==> src/rtl/convolutor_pkg.sv <==
`default_nettype none
// ============================================================================
// Module      : convolutor_pkg
// Description : Shared types and default geometry for the convolution
//               coprocessor Z-result path. It defines the Z streamer state
//               encoding and the Z buffer sizes that follow from the default
//               Y address and sample widths.
// Revision    : 1.0 - initial release
// ============================================================================
package convolutor_pkg;

   // Default geometry of the convolutor: Y address width and sample width.
   localparam int DEF_ADDR_WIDTH = 5;
   localparam int DEF_DATA_WIDTH = 8;

   // Z results are full-precision products, addressed over twice the Y range.
   localparam int Z_ADDR_WIDTH = DEF_ADDR_WIDTH + 1;
   localparam int Z_DATA_WIDTH = 2 * DEF_DATA_WIDTH;
   localparam int Z_DEPTH      = 2 ** Z_ADDR_WIDTH;

   typedef enum logic [1:0] {
      IDLE    = 2'd0,
      COLLECT = 2'd1,
      FETCH   = 2'd2,
      STREAM  = 2'd3
   } z_stream_state_t;

endpackage : convolutor_pkg
`default_nettype wire

==> src/rtl/convolutor_simple_ram_p.sv <==
`default_nettype none
// ============================================================================
// Module      : convolutor_simple_ram_p
// Description : Simple dual-port RAM, one synchronous write port and one
//               synchronous read port with a 1-cycle read latency. The read
//               data register updates only when rd_en_i is high, so it holds
//               its value otherwise; it is cleared by reset while the array
//               contents are left untouched.
// Ports       : clk, rst_n             - clock, async active-low reset
//               wr_en_i/wr_addr_i/wr_data_i - write port
//               rd_en_i/rd_addr_i      - read request
//               rd_data_o              - registered read data
// Revision    : 1.0 - initial release
// ============================================================================
module convolutor_simple_ram_p #(
   parameter int WIDTH = 16,
   parameter int DEPTH = 64,
   parameter int ADDRW = 6
) (
   input  logic             clk,
   input  logic             rst_n,
   input  logic             wr_en_i,
   input  logic [ADDRW-1:0] wr_addr_i,
   input  logic [WIDTH-1:0] wr_data_i,
   input  logic             rd_en_i,
   input  logic [ADDRW-1:0] rd_addr_i,
   output logic [WIDTH-1:0] rd_data_o
);

   logic [WIDTH-1:0] r_mem [DEPTH];
   logic [WIDTH-1:0] r_rd_data;

   // Storage array has no reset so it maps onto block/distributed RAM.
   always_ff @(posedge clk) begin
      if (wr_en_i) begin
         r_mem[wr_addr_i] <= wr_data_i;
      end
   end

   always_ff @(posedge clk or negedge rst_n) begin
      if (!rst_n) begin
         r_rd_data <= '0;
      end else if (rd_en_i) begin
         r_rd_data <= r_mem[rd_addr_i];
      end
   end

   assign rd_data_o = r_rd_data;

endmodule : convolutor_simple_ram_p
`default_nettype wire

==> src/rtl/convolutor_z_streamer.sv <==
`default_nettype none
// ============================================================================
// Module      : convolutor_z_streamer
// Description : Captures every Z word written by the convolutor into a
//               private buffer and, on conv_done_i, streams the stored words
//               out in address order over a valid/ready interface.
// Ports       : writeZ_i/memZ_addr_i/dataZ_i - Z write port from convolutor
//               conv_done_i                   - job complete pulse
//               m_data_o/m_index_o/m_valid_o/m_ready_i/m_last_o - stream out
//               result_count_o  - highest written address + 1
//               stream_busy_o   - collecting or streaming
//               stream_done_o   - pulse after the last word is accepted
//               overrun_o       - sticky: write arrived while streaming
// Revision    : 1.0 - initial release
// ============================================================================
module convolutor_z_streamer
   import convolutor_pkg::*;
#(
   parameter int ADDR_WIDTH = 5,
   parameter int DATA_WIDTH = 8
) (
   input  logic                    clk,
   input  logic                    rst_n,
   input  logic                    writeZ_i,
   input  logic [ADDR_WIDTH:0]     memZ_addr_i,
   input  logic [2*DATA_WIDTH-1:0] dataZ_i,
   input  logic                    conv_done_i,
   output logic [2*DATA_WIDTH-1:0] m_data_o,
   output logic [ADDR_WIDTH:0]     m_index_o,
   output logic                    m_valid_o,
   input  logic                    m_ready_i,
   output logic                    m_last_o,
   output logic [ADDR_WIDTH+1:0]   result_count_o,
   output logic                    stream_busy_o,
   output logic                    stream_done_o,
   output logic                    overrun_o
);

   localparam int ZA_W  = ADDR_WIDTH + 1;
   localparam int ZD_W  = 2 * DATA_WIDTH;
   localparam int Z_DEP = 2 ** ZA_W;

   z_stream_state_t r_state;
   z_stream_state_t w_next_state;

   logic [ZA_W-1:0] r_rd_ptr;
   logic [ZA_W:0]   r_result_count;
   logic [ZA_W-1:0] r_m_index;
   logic            r_m_valid;
   logic            r_m_last;
   logic            r_busy;
   logic            r_stream_done;
   logic            r_overrun;

   logic            w_collecting;
   logic            w_streaming;
   logic            w_handshake;
   logic            w_wr_en;
   logic            w_rd_en;
   logic [ZA_W-1:0] w_rd_addr;
   logic [ZA_W:0]   w_addr_plus1;
   logic            w_rd_is_last;
   logic [ZD_W-1:0] w_rd_data;

   assign w_collecting = (r_state == IDLE) || (r_state == COLLECT);
   assign w_streaming  = (r_state == FETCH) || (r_state == STREAM);
   assign w_handshake  = (r_state == STREAM) && r_m_valid && m_ready_i;

   // Writes are only accepted while a job is being gathered; the buffer is
   // frozen once streaming starts so the outgoing data stays consistent.
   assign w_wr_en      = writeZ_i && w_collecting;
   assign w_addr_plus1 = {1'b0, memZ_addr_i} + (ZA_W+1)'(1);

   // The read port is the output data register: FETCH loads word 0, and each
   // non-final handshake loads the next word so back-to-back beats have no
   // bubble. Without a read the register holds, keeping data stable under
   // backpressure.
   assign w_rd_en      = (r_state == FETCH) || (w_handshake && !r_m_last);
   assign w_rd_addr    = (r_state == FETCH) ? r_rd_ptr : (r_rd_ptr + ZA_W'(1));
   assign w_rd_is_last = ({1'b0, w_rd_addr} == (r_result_count - (ZA_W+1)'(1)));

   convolutor_simple_ram_p #(
      .WIDTH (ZD_W),
      .DEPTH (Z_DEP),
      .ADDRW (ZA_W)
   ) u_zbuf (
      .clk       (clk),
      .rst_n     (rst_n),
      .wr_en_i   (w_wr_en),
      .wr_addr_i (memZ_addr_i),
      .wr_data_i (dataZ_i),
      .rd_en_i   (w_rd_en),
      .rd_addr_i (w_rd_addr),
      .rd_data_o (w_rd_data)
   );

   // ------------------------------------------------------------------------
   // State machine
   // ------------------------------------------------------------------------
   always_ff @(posedge clk or negedge rst_n) begin
      if (!rst_n) begin
         r_state <= IDLE;
      end else begin
         r_state <= w_next_state;
      end
   end

   always_comb begin
      w_next_state = r_state;
      case (r_state)
         IDLE: begin
            // A write together with done is a one-word job: store, then fetch.
            if (writeZ_i) begin
               w_next_state = conv_done_i ? FETCH : COLLECT;
            end
         end
         COLLECT: begin
            if (conv_done_i) begin
               w_next_state = FETCH;
            end
         end
         FETCH: begin
            w_next_state = STREAM;
         end
         STREAM: begin
            if (w_handshake && r_m_last) begin
               w_next_state = IDLE;
            end
         end
         default: begin
            w_next_state = IDLE;
         end
      endcase
   end

   // ------------------------------------------------------------------------
   // Job bookkeeping and stream control
   // ------------------------------------------------------------------------
   always_ff @(posedge clk or negedge rst_n) begin
      if (!rst_n) begin
         r_rd_ptr       <= '0;
         r_result_count <= '0;
         r_m_index      <= '0;
         r_m_valid      <= 1'b0;
         r_m_last       <= 1'b0;
         r_busy         <= 1'b0;
         r_stream_done  <= 1'b0;
         r_overrun      <= 1'b0;
      end else begin
         r_stream_done <= 1'b0;
         r_busy        <= (w_next_state != IDLE);

         if (r_state == IDLE) begin
            if (writeZ_i) begin
               r_result_count <= w_addr_plus1;
               r_overrun      <= 1'b0;
            end else if (conv_done_i) begin
               // Empty job: report completion with nothing to stream.
               r_result_count <= '0;
               r_stream_done  <= 1'b1;
            end
         end else if (r_state == COLLECT) begin
            if (writeZ_i && (w_addr_plus1 > r_result_count)) begin
               r_result_count <= w_addr_plus1;
            end
         end

         if (writeZ_i && w_streaming) begin
            r_overrun <= 1'b1;
         end

         if (w_next_state == FETCH && r_state != FETCH) begin
            r_rd_ptr <= '0;
         end

         if (w_rd_en) begin
            r_m_index <= w_rd_addr;
            r_m_last  <= w_rd_is_last;
            r_m_valid <= 1'b1;
            if (r_state == STREAM) begin
               r_rd_ptr <= w_rd_addr;
            end
         end else if (w_handshake && r_m_last) begin
            r_m_valid     <= 1'b0;
            r_m_last      <= 1'b0;
            r_stream_done <= 1'b1;
         end
      end
   end

   assign m_data_o       = w_rd_data;
   assign m_index_o      = r_m_index;
   assign m_valid_o      = r_m_valid;
   assign m_last_o       = r_m_last;
   assign result_count_o = r_result_count;
   assign stream_busy_o  = r_busy;
   assign stream_done_o  = r_stream_done;
   assign overrun_o      = r_overrun;

endmodule : convolutor_z_streamer
`default_nettype wire

==> config.mk <==
export PLATFORM = sky130hd
export DESIGN_NAME = convolutor_z_streamer
export DESIGN_NICKNAME = d
export VERILOG_FILES = /design/src/rtl/convolutor_pkg.sv /design/src/rtl/convolutor_simple_ram_p.sv /design/src/rtl/convolutor_z_streamer.sv
export SDC_FILE = /design/constraint.sdc
export NUM_CORES = 1
export LEC_CHECK = 0
export BUFFER_PORTS_ARGS = -buffer_cell sky130_fd_sc_hd__buf_2
export CORE_ASPECT_RATIO = 1.75
export CORE_MARGIN = 8
export CORE_UTILIZATION = 50
export DETAILED_ROUTE_END_ITERATION = 6
export GPL_ROUTABILITY_DRIVEN = 0
export PLACE_DENSITY = 0.66
export SYNTH_ARGS = -nofsm -noshare
export SYNTH_HDL_FRONTEND = slang
export SYNTH_HIERARCHICAL = 1
export SYNTH_SLANG_ARGS = --single-unit
==> constraint.sdc <==
create_clock -name clk -period 4.3 [get_ports clk]
set_clock_uncertainty 0.2 [all_clocks]
set_input_delay 0.43 -clock clk [delete_from_list [all_inputs] [get_ports clk]]
set_output_delay 0.43 -clock clk [all_outputs]
set_load 0.02 [all_outputs]
### Word-level counts from Yosys, hierarchy flattened

Memory sizes are Yosys's and may differ from the RTL's. A register that Yosys moved wholly into a read port is not among the register bits.
Index checks and enable logic that the tools add are counted.

* shift-type cells: 0
* multiplexer cells: 27
* reductions and logical operators: 22
* bitwise logic cells: 0
* eq/ne operators: 7
* order comparisons: 1
* divide/modulo/power cells: 0
* $add $sub $neg: 3
* multipliers: 0

Operators with widths (count)
* $mux 7: 5
* $mux 6: 4
* $mux 1: 13
* $reduce_bool 2->1: 6
* $logic_and 1x1->1: 8
* $mux 2: 4
* $pmux 2 s4: 1
* $add 6x1->7 const B: 1
* $eq 6x7->1: 1
* $gt 7x7->1: 1
* $sub 7x1->7 const B: 1
* $add 6x1->6 const B: 1
* $eq 2x2->1 const B: 3
* $logic_or 1x1->1: 3
* $ne 3x3->1 const B: 1
* $reduce_and 3->1: 1
* $eq 2x1->1 const B: 1
* $logic_not 1->1: 2
* $logic_not 2->1: 1
* $ne 2x2->1 const B: 1
* $reduce_and 2->1: 1

* memory bits (read-only): 0
* memories kept: 1
* bits in latches: 0
* bits in registers: 26
* input port bits: 27
* bits in writable memories: 1024
* output and inout port bits: 34

Memories
* u_zbuf.r_mem: depth 64, width 16, rd ports 1, clocked after memory_dff 1, wr ports 1, RTL line convolutor_simple_ram_p.sv:30 `logic [WIDTH-1:0] r_mem [DEPTH];`

### Logic depth before layout (Yosys ltp)

Gate-level depths: netlist of the first run.

* depth after elaboration: 11
* gate-level depth with buffers: 14

### Modules after synthesis

Netlist of the first run, hierarchy kept.

By module, submodules not included
* convolutor_simple_ram_p: instances 1, area each 39925.8 sq um, cells each 1897
* convolutor_z_streamer: instances 1, area each 1735.4 sq um, cells each 189

### Least setup slack after synthesis of the first run

No wires, ideal clock.

* kind: flip-flop to flip-flop
* start: register r_state[1]
* end: memory u_zbuf.r_mem[48][0], enable pin
* required time: 3.691 ns
* library setup time: 0.409 ns
* stages on the path, launching flop included: 7
* slack: 1.318 ns
* data arrival time: 2.373 ns
* path buffers: 0
* cell sequence: dfrtp_1 > inv_1 > nand2_1 > inv_1 > nand3_1 > or3_1 > nor3_1

* word-level cells in the longest chain between the ends: 5
* elaborated cells between the ends (all ways): 6

Ends and longest elaborated chain
* start: declaration: RTL line convolutor_z_streamer.sv:43 `z_stream_state_t r_state;`
* start signal: assignment: RTL line convolutor_z_streamer.sv:104 `r_state <= w_next_state;`
* $eq 2x1->1 or $logic_not 2->1 (tied branches): RTL line convolutor_z_streamer.sv:65 `assign w_collecting = (r_state == IDLE) || (r_state == COLLECT);`
* $logic_or 1x1->1 (*): RTL line convolutor_z_streamer.sv:65
* $logic_and 1x1->1 (*): RTL line convolutor_z_streamer.sv:71 `assign w_wr_en = writeZ_i && w_collecting;`
* named net w_wr_en: RTL line convolutor_z_streamer.sv:58 `logic w_wr_en;`
* $mux 1 (*): RTL line convolutor_simple_ram_p.sv:35 `if (wr_en_i) begin`
* $mux 1 (not written as such) (*): RTL line convolutor_simple_ram_p.sv:36 `r_mem[wr_addr_i] <= wr_data_i;`
* end: declaration: RTL line convolutor_simple_ram_p.sv:30

The timed path passes the listed nets; every way through them passes the cells marked *.

### Final worst setup path of the first run

* start: register r_state[0]
* end: register u_zbuf.r_rd_data[7], in the netlist u_zbuf/rd_data_o[7] (read register of u_zbuf.r_mem)

* elaborated cells between the ends (all ways): 7

RTL lines
* $eq 2x2->1: RTL line convolutor_z_streamer.sv:79 `assign w_rd_addr = (r_state == FETCH) ? r_rd_ptr : (r_rd_ptr + ZA_W'(1));`
* $mux 6: RTL line convolutor_z_streamer.sv:79
* named net w_rd_addr[0]: RTL line convolutor_z_streamer.sv:60 `logic [ZA_W-1:0] w_rd_addr;`
* end: declaration: RTL line convolutor_simple_ram_p.sv:31 `logic [WIDTH-1:0] r_rd_data;`

The timed path passes the listed nets, and every way through them passes these cells.
A chain may end at the register's enable or synchronous reset.

==> results of run 1 <==
[final timing paths]
check / to / cells past startpoint
setup / recovery: u_zbuf/rd_data_o[7] / 8
hold / removal: u_zbuf/r_mem[40][0] / 1
setup reg to reg: u_zbuf/rd_data_o[7] / 8
hold reg to reg: m_index_o[5] / 1
max in group asynchronous: u_zbuf/rd_data_o[3] / 2
min in group asynchronous: m_index_o[4] / 2
[timing repair]
item,in CTS,in global routing
setup buffers,3,0
setup endpoints to repair,11,1
pin swaps,1,0
hold buffers,7,0
resized for setup,3,1
hold endpoints to repair,65,0
[kinds of logic (layout without fill, tap and decap cells)]
logic type	count (synthesis)	in the layout	share of synthesized area, %
DFF	1066	1066	76.33
muxes	358	358	14.53
and+or+nand+nor	268	268	3.099
AOI/OAI and AO/OA	237	237	3.730
buffers and inverters	128	393	1.595
xor gates and xnor gates	19	19	0.4175
adders and majority gates	10	10	0.3003
[power groups by stage]
| stage | sequential [µW] | combinational, µW | clock, µW |
|---|---|---|---|
| floorplan | 11600 | 28.9 | 0 |
| global placement | 11600 | 238 | 0 |
| detailed placement | 11600 | 255 | 0 |
| CTS | 11400 | 259 | 8420 |
| global route | 11400 | 274 | 8770 |
| finish | 11400 | 257 | 8280 |
[metal layers]
layer	GRT usage [%]	wire, µm	up-vias
li1	-	-	8922
met1	26.20	36420	11180
met2	40.23	55410	823
met3	2.801	5531	194
met4	10.56	4940	0
met5	0	0	-
[synthesized netlist by cell type (all sizes together) (2+ instances only)]
library cell	n
nor3b	2
mux2i	116
nor2	101
and2	2
a21oi	57
ha	10
xnor2	15
a22o	7
nand2b	5
mux2	50
mux4	192
clkbuf	55
o22ai	64
nand3	34
o21ai	12
nand4	5
nor2b	24
dfrtp	42
and3	2
xor2	4
o211ai	2
nor3	23
nand3b	2
o41ai	3
inv	15
nand2	57
o21a	3
buf	58
nand4b	3
or3	4
a22oi	81
edfxtp	1024
[layout make-up]
class | instances | area [µm²] | share of cell area, %
inverter | 15 | 58.81 | 0.1249
timing repair buffer | 210 | 1635 | 3.474
multi-input combinational | 892 | 9269 | 19.69
clock inverter | 53 | 575.6 | 1.223
clock buffer | 115 | 2396 | 5.091
sequential | 1066 | 31800 | 67.56
tap | 1065 | 1333 | 2.831
[flip-flops by register name (all words and copies together) (netlist names), 2 cells and up]
register / count
u_zbuf/r_mem: 1024
u_zbuf/rd_data_o: 16
result_count_o: 7
m_index_o: 6
r_rd_ptr: 6
r_state: 2
[metrics by stage]
step                      total power (µW)  utilization [%]  setup TNS, ns
final                                19900            56.81              0
after global routing                 20410            56.81              0
after CTS                            20040            56.80              0
after detailed placement             11850            53.04         -1.428
after global placement               11830            53.04         -1.048
after floorplan                      11620                -              0
==> results.txt, run 1 <==
The run finished with clean final reports. The period utilization was 95.96%; the register-to-register setup slack was 0.17 ns. The tools report the cell area after synthesis as 41660 µm². Traced cell by cell, the critical path runs through nor2b_4 > xnor2_4 > buf_12 > mux4_2 > mux2i_1 > o22ai_1 > o22ai_1 > nand2_1. Switching part of the total: 19.67%.

Number of enable flip-flop cells after synthesis: 1024. The first global-routing pass estimated 150.6 mm of wire. The power density normalized to cell area was 422.8 nW/µm²; the final critical-path required period was 4.126 ns.

The tools report the endpoint required time on the critical path as 4.63 ns. In the synthesized netlist the dominant register cell turns out to be sky130_fd_sc_hd__edfxtp_1. The flip-flop and latch count after synthesis was 1066.

The initial antenna violation count was 0. The clock network is responsible for 41.6% of the overall power. The number of input and output port buffers inserted came out at 60.

The most common cell type on the critical path was sky130_fd_sc_hd__o22ai_1. For the worst setup slack after layout, the log shows 0.1739 ns. The maximum number of pins on one net before global-route repair is 68, and the die height is 397.9 µm.

On the worst path, the slowest cell contributes a delay of 0.59 ns. Setup repair after global routing left no endpoint under its margin. In this run the static leakage power is 0.01518 µW. The tools report the start point of the worst min-delay path as dataZ_i[0]. The run gives 57.1% as the part of the power in registers.

Summed over all nets, the half-perimeter wirelength after detailed placement is 65.86 mm. The logs give 93180 µm² for the area enclosed by the die boundary and -0.3582 ns for the worst slack at placement. The tools report the internal power contribution as 15990 µW. TritonCTS built the clock tree. Synthesis instantiated 60 different standard cells from the library.

The average instance area after synthesis came out at 19.97 µm². The net count reported at finish is 2312, and the number of routed nets with antenna violations is 0. Clock latency of the later-clocked register in the worst-skew pair: 0.68 ns. The kind of cell with the highest combined delay along the critical path is multiplexers.

The worst slew margin relative to its limit is 17.31%. In this run the critical register-to-register path is launched from r_state[0]. The sort of element at the end of the critical path was a flip-flop. Counting along the longest clock path gives a buffer depth of 3. The detail-routed net length per standard cell works out to 29.95 µm. Yosys attributes the largest share of cell area to sky130_fd_sc_hd__edfxtp_1 74%, sky130_fd_sc_hd__mux4_2 10%, sky130_fd_sc_hd__mux2i_1 2.8%, sky130_fd_sc_hd__dfrtp_1 2.5%, sky130_fd_sc_hd__a22oi_1 1.5%. The analysis attributes to net switching a power of 3914 µW. The detailed router placed 21120 vias in this run. The initial detailed-routing violation count was 2017; the global router's overall resource usage was 22.34%. Setup violations remaining at the end of the flow were counted as 0.

The number of optimization iterations in the first detailed-route pass came out at 6. For this run the aggregate overflow at the end of global routing stands at 0. For the detailed-route wire length, the log shows 102.3 mm. Once placement completed, the tool counted placed cells totaling 3238.

The logs give 0.04788 ns for the final hold slack and 6068 for the number of fill cells. The logs give 76.33% for the share of the yosys chip area belonging to registers and 1.3% for the proportion of power drawn by combinational gates. At the worst endpoint, the arrival time is 4.46 ns. Fraction of registers with async set/reset: 3.940%. The slowest stage of the critical path is the sky130_fd_sc_hd__xnor2_4 cell. For the count of pins over their slew limit, the log shows 0. The initial utilization of the core area, before any placement, comes to 50.28%. CTS saw 1066 sinks.

Static timing analysis puts the maximum clock frequency at 242.4 MHz. The run gives 22190 as the via count of the first global-routing pass. The initialized floorplan defines 140 standard-cell rows. Ratio of cells with drive above 1 in the final layout: 25.69%. The library cells used most frequently in the layout, excluding fill and tap cells, are 1024 x sky130_fd_sc_hd__edfxtp_1, 192 x sky130_fd_sc_hd__mux4_2, 127 x sky130_fd_sc_hd__buf_4, 116 x sky130_fd_sc_hd__mux2i_1, 98 x sky130_fd_sc_hd__nor2_1. The H-tree depth was 3; the cell count after synthesis was 2086. Yosys printed 6 warnings. The tree is rooted in a sky130_fd_sc_hd__clkbuf_16. Of all nets on the critical path, the largest fanout is 54. The number of inserted diodes is 0.

The total nets after synthesis is 2123, and the post-synthesis to final-layout area growth is 12.98%. Once layout is done, the placed cells without fillers occupy 47070 µm². The tool flagged a number of max-cap violations equal to 0.

Critical setup path kind: reg -> reg. In the routed layout, each cell is associated on average with a via count of 6.182. For this design the top-level I/O count stands at 61. The tools report the total placed instance area as 43950 µm².

The most critical setup path has its startpoint at r_state[0]. The logs give 0 for the detailed-route DRC error count and 90 for the number of buffers created by CTS. In this run the biggest area consumer among cell types represents 73.81% of the synthesized area.

The final hold violation count is 0. At the pin with the least slew margin, the transition time is 1.240 ns. The count of cells in the finished layout, fillers not included, comes to 3416. Number of buffer and inverter instances along the worst setup path: 1.

After clock tree synthesis, the clock-pin slew on the worst setup and hold paths is 0.07 ns. The die is 234.2 µm wide. The worst setup path is launched from a flip-flop. Across the VDD grid, the largest voltage drop is 362.5 µV.

The cell type contributing the most total cell area after synthesis was sky130_fd_sc_hd__edfxtp_1. Type of the most critical hold path: in -> reg. The run gives 82850 µm² as the core region area. Most common library cell in the layout ignoring fill and taps: sky130_fd_sc_hd__edfxtp_1.
Note: power is estimated with default switching activity, not from simulation.
==> run 2, diff against run 1 <==
Settings changed: CAP_MARGIN set to 0, CORE_UTILIZATION 50 to 24, PLACE_DENSITY 0.66 to unset.
Clock period 4.3 ns to 4.4 ns, I/O delays scaled along.
==> run 2 against run 1 <==
Against the previous run: routed wire length is 8.0% higher; critical path type unchanged; core utilization is 29 points lower; final cell count rose by 34%; combinational power is essentially flat; critical path depth rose by 2; via count is 1.7% lower; power is 1.1% lower; maximum frequency fell by 5.9%; critical endpoint is now u_zbuf/rd_data_o[11]; largest power group unchanged; worst setup slack lost 0.16 ns.
==> results.txt, run 2 (synthesis gave the netlist of run 1 again) <==
The number of optimization iterations in the first detailed-route pass was 6; the number of input and output port buffers inserted was 60. The worst setup path is of the reg -> reg kind. For the effective utilization at floorplan, the log shows 24.10%.

The tool flagged a number of max-cap violations equal to 0. The post-route netlist has 25.80% of its cells at a drive strength greater than 1. Leaving out fill and tap cells, the most frequent cell in the layout is sky130_fd_sc_hd__edfxtp_1. The post-synthesis to final-layout area growth was 16.67%.

Slowest cell on the critical path: sky130_fd_sc_hd__xnor2_2. Via count of the first global-routing pass: 21470. More flip-flops sit in one register than any other, and that register is u_zbuf/r_mem. After layout, the minimum clock period comes to 4.384 ns. Dividing the final minimum period by the clock period gives 99.63%. The signal on the critical path passes through ha_1 > inv_4 > nor2_8 > nand3_1 > xnor2_2 > buf_4 > mux2i_1 > o22ai_1 > o22ai_1 > nand2_1. The logs give 90 for the number of buffers created by CTS and 0 for the number of endpoints failing setup at the final stage. After legalization and detailed placement, the total HPWL measured 72.45 mm. The floorplan die width works out to 331.0 µm. In this design, the critical path's most frequently occurring cell is sky130_fd_sc_hd__o22ai_1.

The detailed-route DRC error count was 0; the area enclosed by the die boundary was 187700 µm². Clock latency on the worst-skew pair, taken at its later pin, is 0.70 ns. Counting every sink on the clock net gives 1066. Fill cells in the final layout number 17120. The initial antenna violation count came out at 4. Type of the most critical hold path: in -> reg. The net count reported at finish was 2310; the detailed-route wire length was 110.5 mm. Critical path's top delay family: XOR/XNOR gates.

In the final routed layout, each cell accounts on average for 24.04 µm. CTS placed an instance of sky130_fd_sc_hd__clkbuf_16 at the clock tree root. For the leakage power of the design, the log shows 0.01516 µW. The flip-flop and latch area was 31800 µm²; the worst slew margin relative to its limit was 25.48%.

The run gives 202 as the row count. The flow ran to the end, and the final reports show no timing, DRC or antenna violations. The library cells used most frequently in the layout, excluding fill and tap cells, are 1024 x sky130_fd_sc_hd__edfxtp_1, 192 x sky130_fd_sc_hd__mux4_2, 128 x sky130_fd_sc_hd__buf_4, 116 x sky130_fd_sc_hd__mux2i_1, 98 x sky130_fd_sc_hd__nor2_1. Utilization after layout: 28.12%. Power density normalized to cell area: 405.1 nW/µm². Number of flip-flops under the largest register name: 1024. Count of pins over their slew limit: 0. At the pin with the least slew margin, the transition time is 1.118 ns. The core region is 172900 µm². Across the VDD grid, the largest voltage drop is 267.7 µV. The count of nets left with antenna violations once routing finished came out at 0. The footprint of the multi-input gates came out at 9258 µm².

STA puts the critical path data required time at 4.79 ns. Along the worst path, the maximum fanout reaches 33. The largest stage delay on the critical path came out at 0.75 ns. Data on the critical path arrives at its endpoint at 4.77 ns.

The first global-routing pass estimated 155.9 mm of wire. In this run the deepest clock path goes through 3 buffers. The critical path contains buffers and inverters numbering 2 combined. TritonCTS built the clock tree. 61 I/O pins were placed.

For this run, the number of standard cells in the final layout without fillers is 4594. After routing, the total negative slack on setup checks comes to 0 ns. The run gives 11.42% as the global router's overall resource usage. In this run the vertical extent of the chip is 567.2 µm. The worst setup path is captured at a flip-flop.

Setup repair after global routing could not meet its margin everywhere. Hold is met by 0.02365 ns. Maximum number of pins on one net before global-route repair: 65.

Via count normalized by instance count: 4.519. The overall via count from detail_route is 20760. Sort of element at the start of the critical path: a flip-flop. H-tree depth: 3.

The total overflow left after global routing is 0. Clock-pin slew was measured on the worst setup and hold paths at 0.07 ns. The number of placed instances, taps included is 4417, and the final hold violation count is 0. For this block, the initial DRC count from the detailed router was 2027.

For the fmax, the log shows 228.1 MHz.
[run 2: per-stage QoR]
step / total power, µW / area [µm²] / worst slack, ns
floorplan: 11360 / 41660 / 1.418
global placement: 11580 / 45410 / -0.002929
detailed placement: 11590 / 45410 / 0.01319
CTS: 19870 / 48580 / 0.002790
global route: 20220 / 48590 / -0.005652
finish: 19690 / 48600 / 0.01624
[run 2: repair_timing]
action / 4_1_cts / 5_1_grt
endpoints found under the hold margin: 61 / 0
endpoints found under the setup margin: 0 / 2
hold buffers: 8 / 0
gates resized for setup: 0 / 1
setup buffers: 0 / 0
[run 2: layout make-up]
| type | instances | share of cell area, % |
|---|---|---|
| well taps | 2244 | 5.777 |
| diodes | 5 | 0.02574 |
| clock buffers | 101 | 4.806 |
| flip-flops and latches | 1066 | 65.43 |
| multi-input cells | 892 | 19.05 |
| inverters | 15 | 0.1210 |
| repair buffers | 208 | 3.254 |
| clock inverters | 63 | 1.542 |
[run 2: routing by layer]
| metal | track usage (%) | share of wire (%) | vias up |
|---|---|---|---|
| met5 | 0 | 0 | - |
| met4 | 7.049 | 6.5 | 0 |
| met3 | 1.473 | 4.5 | 214 |
| met2 | 21.26 | 54 | 679 |
| met1 | 12.04 | 35 | 10960 |
| li1 | - | - | 8909 |
[run 2: final timing paths]
path	endpoint	start	depth (start not counted)	slack (ns)
max	u_zbuf/rd_data_o[11]	r_rd_ptr[0]	10	0.02
min	u_zbuf/r_mem[14][14]	dataZ_i[14]	1	0.02
max reg2reg	u_zbuf/rd_data_o[11]	r_rd_ptr[0]	10	0.02
min reg2reg	m_index_o[5]	m_index_o[5]	1	0.30
max in group asynchronous	result_count_o[0]	rst_n	2	3.01
min in group asynchronous	m_index_o[1]	rst_n	2	0.29
[run 2: report_power, final]
group | total, µW | switching [µW] | internal, µW
sequential | 11100 | 0.0000000000000148 | 11100
combinational | 259 | 226 | 33.7
clock | 8320 | 3730 | 4590
==> run 3, diff against run 2 <==
Clock period 4.4 ns to 4.6 ns, I/O delays scaled along.
==> run 3 against run 2 <==
Against the previous run: maximum frequency up 7.1%; clock power down 6.0%; register-to-register slack better by 0.49 ns; largest power group unchanged.
==> results.txt, run 3 (synthesis gave the netlist of run 1 again) <==
The run finished with clean final reports. The switching part of the total is 19.87%, and the leakage power of the design is 0.01514 µW. The via count of the first global-routing pass was 21680; the die height was 567.2 µm. The tightest min-delay check is of the in -> reg type. The number of optimization iterations in the first detailed-route pass is 7, and the effective utilization at floorplan is 24.10%. The tools report the overall via count from detail_route as 20620. For this block, the routed nets add up to 107.7 mm of wire. STA classifies the critical path startpoint as a flip-flop. The number of clock buffers added by TritonCTS is 87.

The portion of total power attributed to the clock network came out at 41.9%. Broken down by cell family, the worst path's largest delay share belongs to simple AND/OR/NAND/NOR gates. In the global route stage, overall resource usage came out at 11.22%.

Area enclosed by the die boundary: 187700 µm². The clock period could shrink to 4.093 ns. The critical path in this run is classified as reg -> reg. The number of buffer and inverter instances along the worst setup path was 1; the largest stage delay on the critical path was 0.81 ns. The register with the most flip-flops in the layout has 1024 of them. Via count normalized by instance count: 4.491. In this run the horizontal extent of the chip is 331.0 µm.

The tools report the final hold slack as 0.05320 ns. The ratio of cells with drive above 1 in the final layout was 25.28%. In this run the power spent charging and discharging nets is 3714 µW. After the first detailed-routing iteration, the DRC count stood at 1581.

Ranked by flip-flop count, first place goes to u_zbuf/r_mem. Overall power consumption after layout is estimated at 18690 µW. The tools report the reported max-cap violation count as 0.

The tools report the count of pins over their slew limit as 0. The run gives 3 as the maximum count of clock buffers along a single path. The maximum vdd ir drop is 261.0 µV. Among the stages of the critical path, the cell type that occurs most often is sky130_fd_sc_hd__nand3_1.

Based on the critical path, the design can be clocked at up to 244.3 MHz. Most common library cell in the layout ignoring fill and taps: sky130_fd_sc_hd__edfxtp_1. The net count reported at finish is 2311, and the period utilization is 88.97%. At the pin with the least slew margin, the transition time is 1.230 ns.

The sum of overflow across all layers after global routing was 0. The sum of net half-perimeters after detailed placement was 70.71 mm; the worst slew margin relative to its limit was 18.02%. Clock tree synthesis found a total of 1066 sinks. The slowest stage of the critical path belongs to the cell sky130_fd_sc_hd__nand4bb_2. The run gives 0 ns as the aggregate negative setup slack.

Entering global routing, the biggest net connects 65 pins. The critical path goes through nand3_1 > nor2_2 > nand3_1 > xor2_1 > inv_1 > nand4bb_2 > o22ai_1 > nor3_1 > nand3_1 > o22ai_1 > nand2_1. The first global-routing pass estimated 155.2 mm of wire. The endpoint required time on the critical path was 5.02 ns; the final hold violation count was 0. Setup repair after global routing left no endpoint under its margin.

The run gives 202 as the row count. The internal portion of the total power is 14980 µW. The initial antenna violation count is 3. TritonCTS built the clock tree. The floorplan step defined a core boundary enclosing 172900 µm². Per report_power, the combinational group accounts for 1.3% of the total. The arrival time of data at the critical path endpoint is 4.52 ns. The buffer cell driving the clock tree root is sky130_fd_sc_hd__clkbuf_16.

The tools report the number of endpoints failing setup at the final stage as 0. The power density normalized to cell area is 385.6 nW/µm². Leaving out fill and tap cells, the most frequent cells in the layout are 1024 x sky130_fd_sc_hd__edfxtp_1, 192 x sky130_fd_sc_hd__mux4_2, 133 x sky130_fd_sc_hd__buf_4, 116 x sky130_fd_sc_hd__mux2i_1, 98 x sky130_fd_sc_hd__nor2_1. The number of input and output port buffers inserted works out to 60.

In this run the number of H-tree levels came out at 3. The number of routed nets with antenna violations was 0; the clock latency of the later-clocked register in the worst-skew pair was 0.70 ns. In this run, flip-flops and latches consume 56.8% of the power. The layout has 17080 filler cells.

For this run, design rule violations remaining after detail routing come to 0. The post-synthesis to final-layout area growth was 16.36%; the detail-routed net length per standard cell was 23.46 µm. The largest fanout of any net on the critical path was 16; the clock input transition at the sequential cells of the worst setup and hold paths was 0.07 ns. The number of ports placed on the die boundary came out at 61. The tools report the sort of element at the end of the critical path as a flip-flop.
run 3: changes by cell type in the layout (fill, tap and decap cells not counted), sizes merged:
cell / change
buf: +1
dlygate4sd3: +3
clkbuf: +7
inv: +1
clkinvlp: -7
clkinv: -4
diode: -4
run 3: final cells by class:
cell class                 count  area (µm²)  area share (%)
tap                         2244        2808           5.792
sequential                  1066       31800           65.60
timing repair buffer         212        1569           3.236
clock inverter                53       666.9           1.376
antenna                        1       2.502        0.005162
multi-input combinational    892        9245           19.07
inverter                      15       58.81          0.1213
clock buffer                 108        2328           4.803
run 3: power groups by stage:
stage	Combinational (µW)	Sequential [µW]	Clock (µW)
floorplan	27.0	10800	0
global placement	236	10800	0
detailed placement	244	10800	0
CTS	252	10600	7990
global route	266	10600	8290
finish	246	10600	7820
run 3: what timing repair did:
item | CTS | global route
endpoints found under the hold margin | 123 | 0
hold buffers | 11 | 0
buffers inserted | 0 | 0
resized for setup | 0 | 1
endpoints found under the setup margin | 0 | 1
run 3: path summary, 6_finish.rpt:
check	start	end	slack (ns)	cells past startpoint
max	r_rd_ptr[2]	u_zbuf/rd_data_o[9]	0.51	11
min	dataZ_i[6]	u_zbuf/r_mem[5][6]	0.05	1
max reg2reg	r_rd_ptr[2]	u_zbuf/rd_data_o[9]	0.51	11
min reg2reg	m_index_o[5]	m_index_o[5]	0.30	1
max in group asynchronous	rst_n	u_zbuf/rd_data_o[5]	3.07	2
min in group asynchronous	rst_n	r_rd_ptr[5]	0.38	2
run 3: metrics by stage:
stage,cell area (µm²),util (%),worst slack [ns],std cells
final,48480,28.04,0.5074,4591
after detailed placement,45370,26.24,0.07226,4418
after global placement,45370,26.24,0.01988,4418
after CTS,48470,28.04,0.07749,4590
after global routing,48480,28.04,0.3396,4591
after floorplan,41660,-,1.618,2086
run 3: worst reg2reg max path: stages, from the launching register on:
cell and delay, ns:
sky130_fd_sc_hd__dfrtp_1 0.57, sky130_fd_sc_hd__nand3_1 0.18, sky130_fd_sc_hd__nor2_2 0.23, sky130_fd_sc_hd__nand3_1 0.12, sky130_fd_sc_hd__xor2_1 0.38, sky130_fd_sc_hd__inv_1 0.35, sky130_fd_sc_hd__nand4bb_2 0.82, sky130_fd_sc_hd__o22ai_1 0.73
sky130_fd_sc_hd__nor3_1 0.10, sky130_fd_sc_hd__nand3_1 0.12, sky130_fd_sc_hd__o22ai_1 0.14, sky130_fd_sc_hd__nand2_1 0.10
run 3: routing by layer:
layer | vias up | routed length (µm) | global-route usage (%)
met1 | 10910 | 38180 | 11.91
met2 | 608 | 58820 | 21.27
met5 | - | 13 | 0
met3 | 188 | 4613 | 1.382
li1 | 8909 | - | -
met4 | 2 | 6089 | 6.069
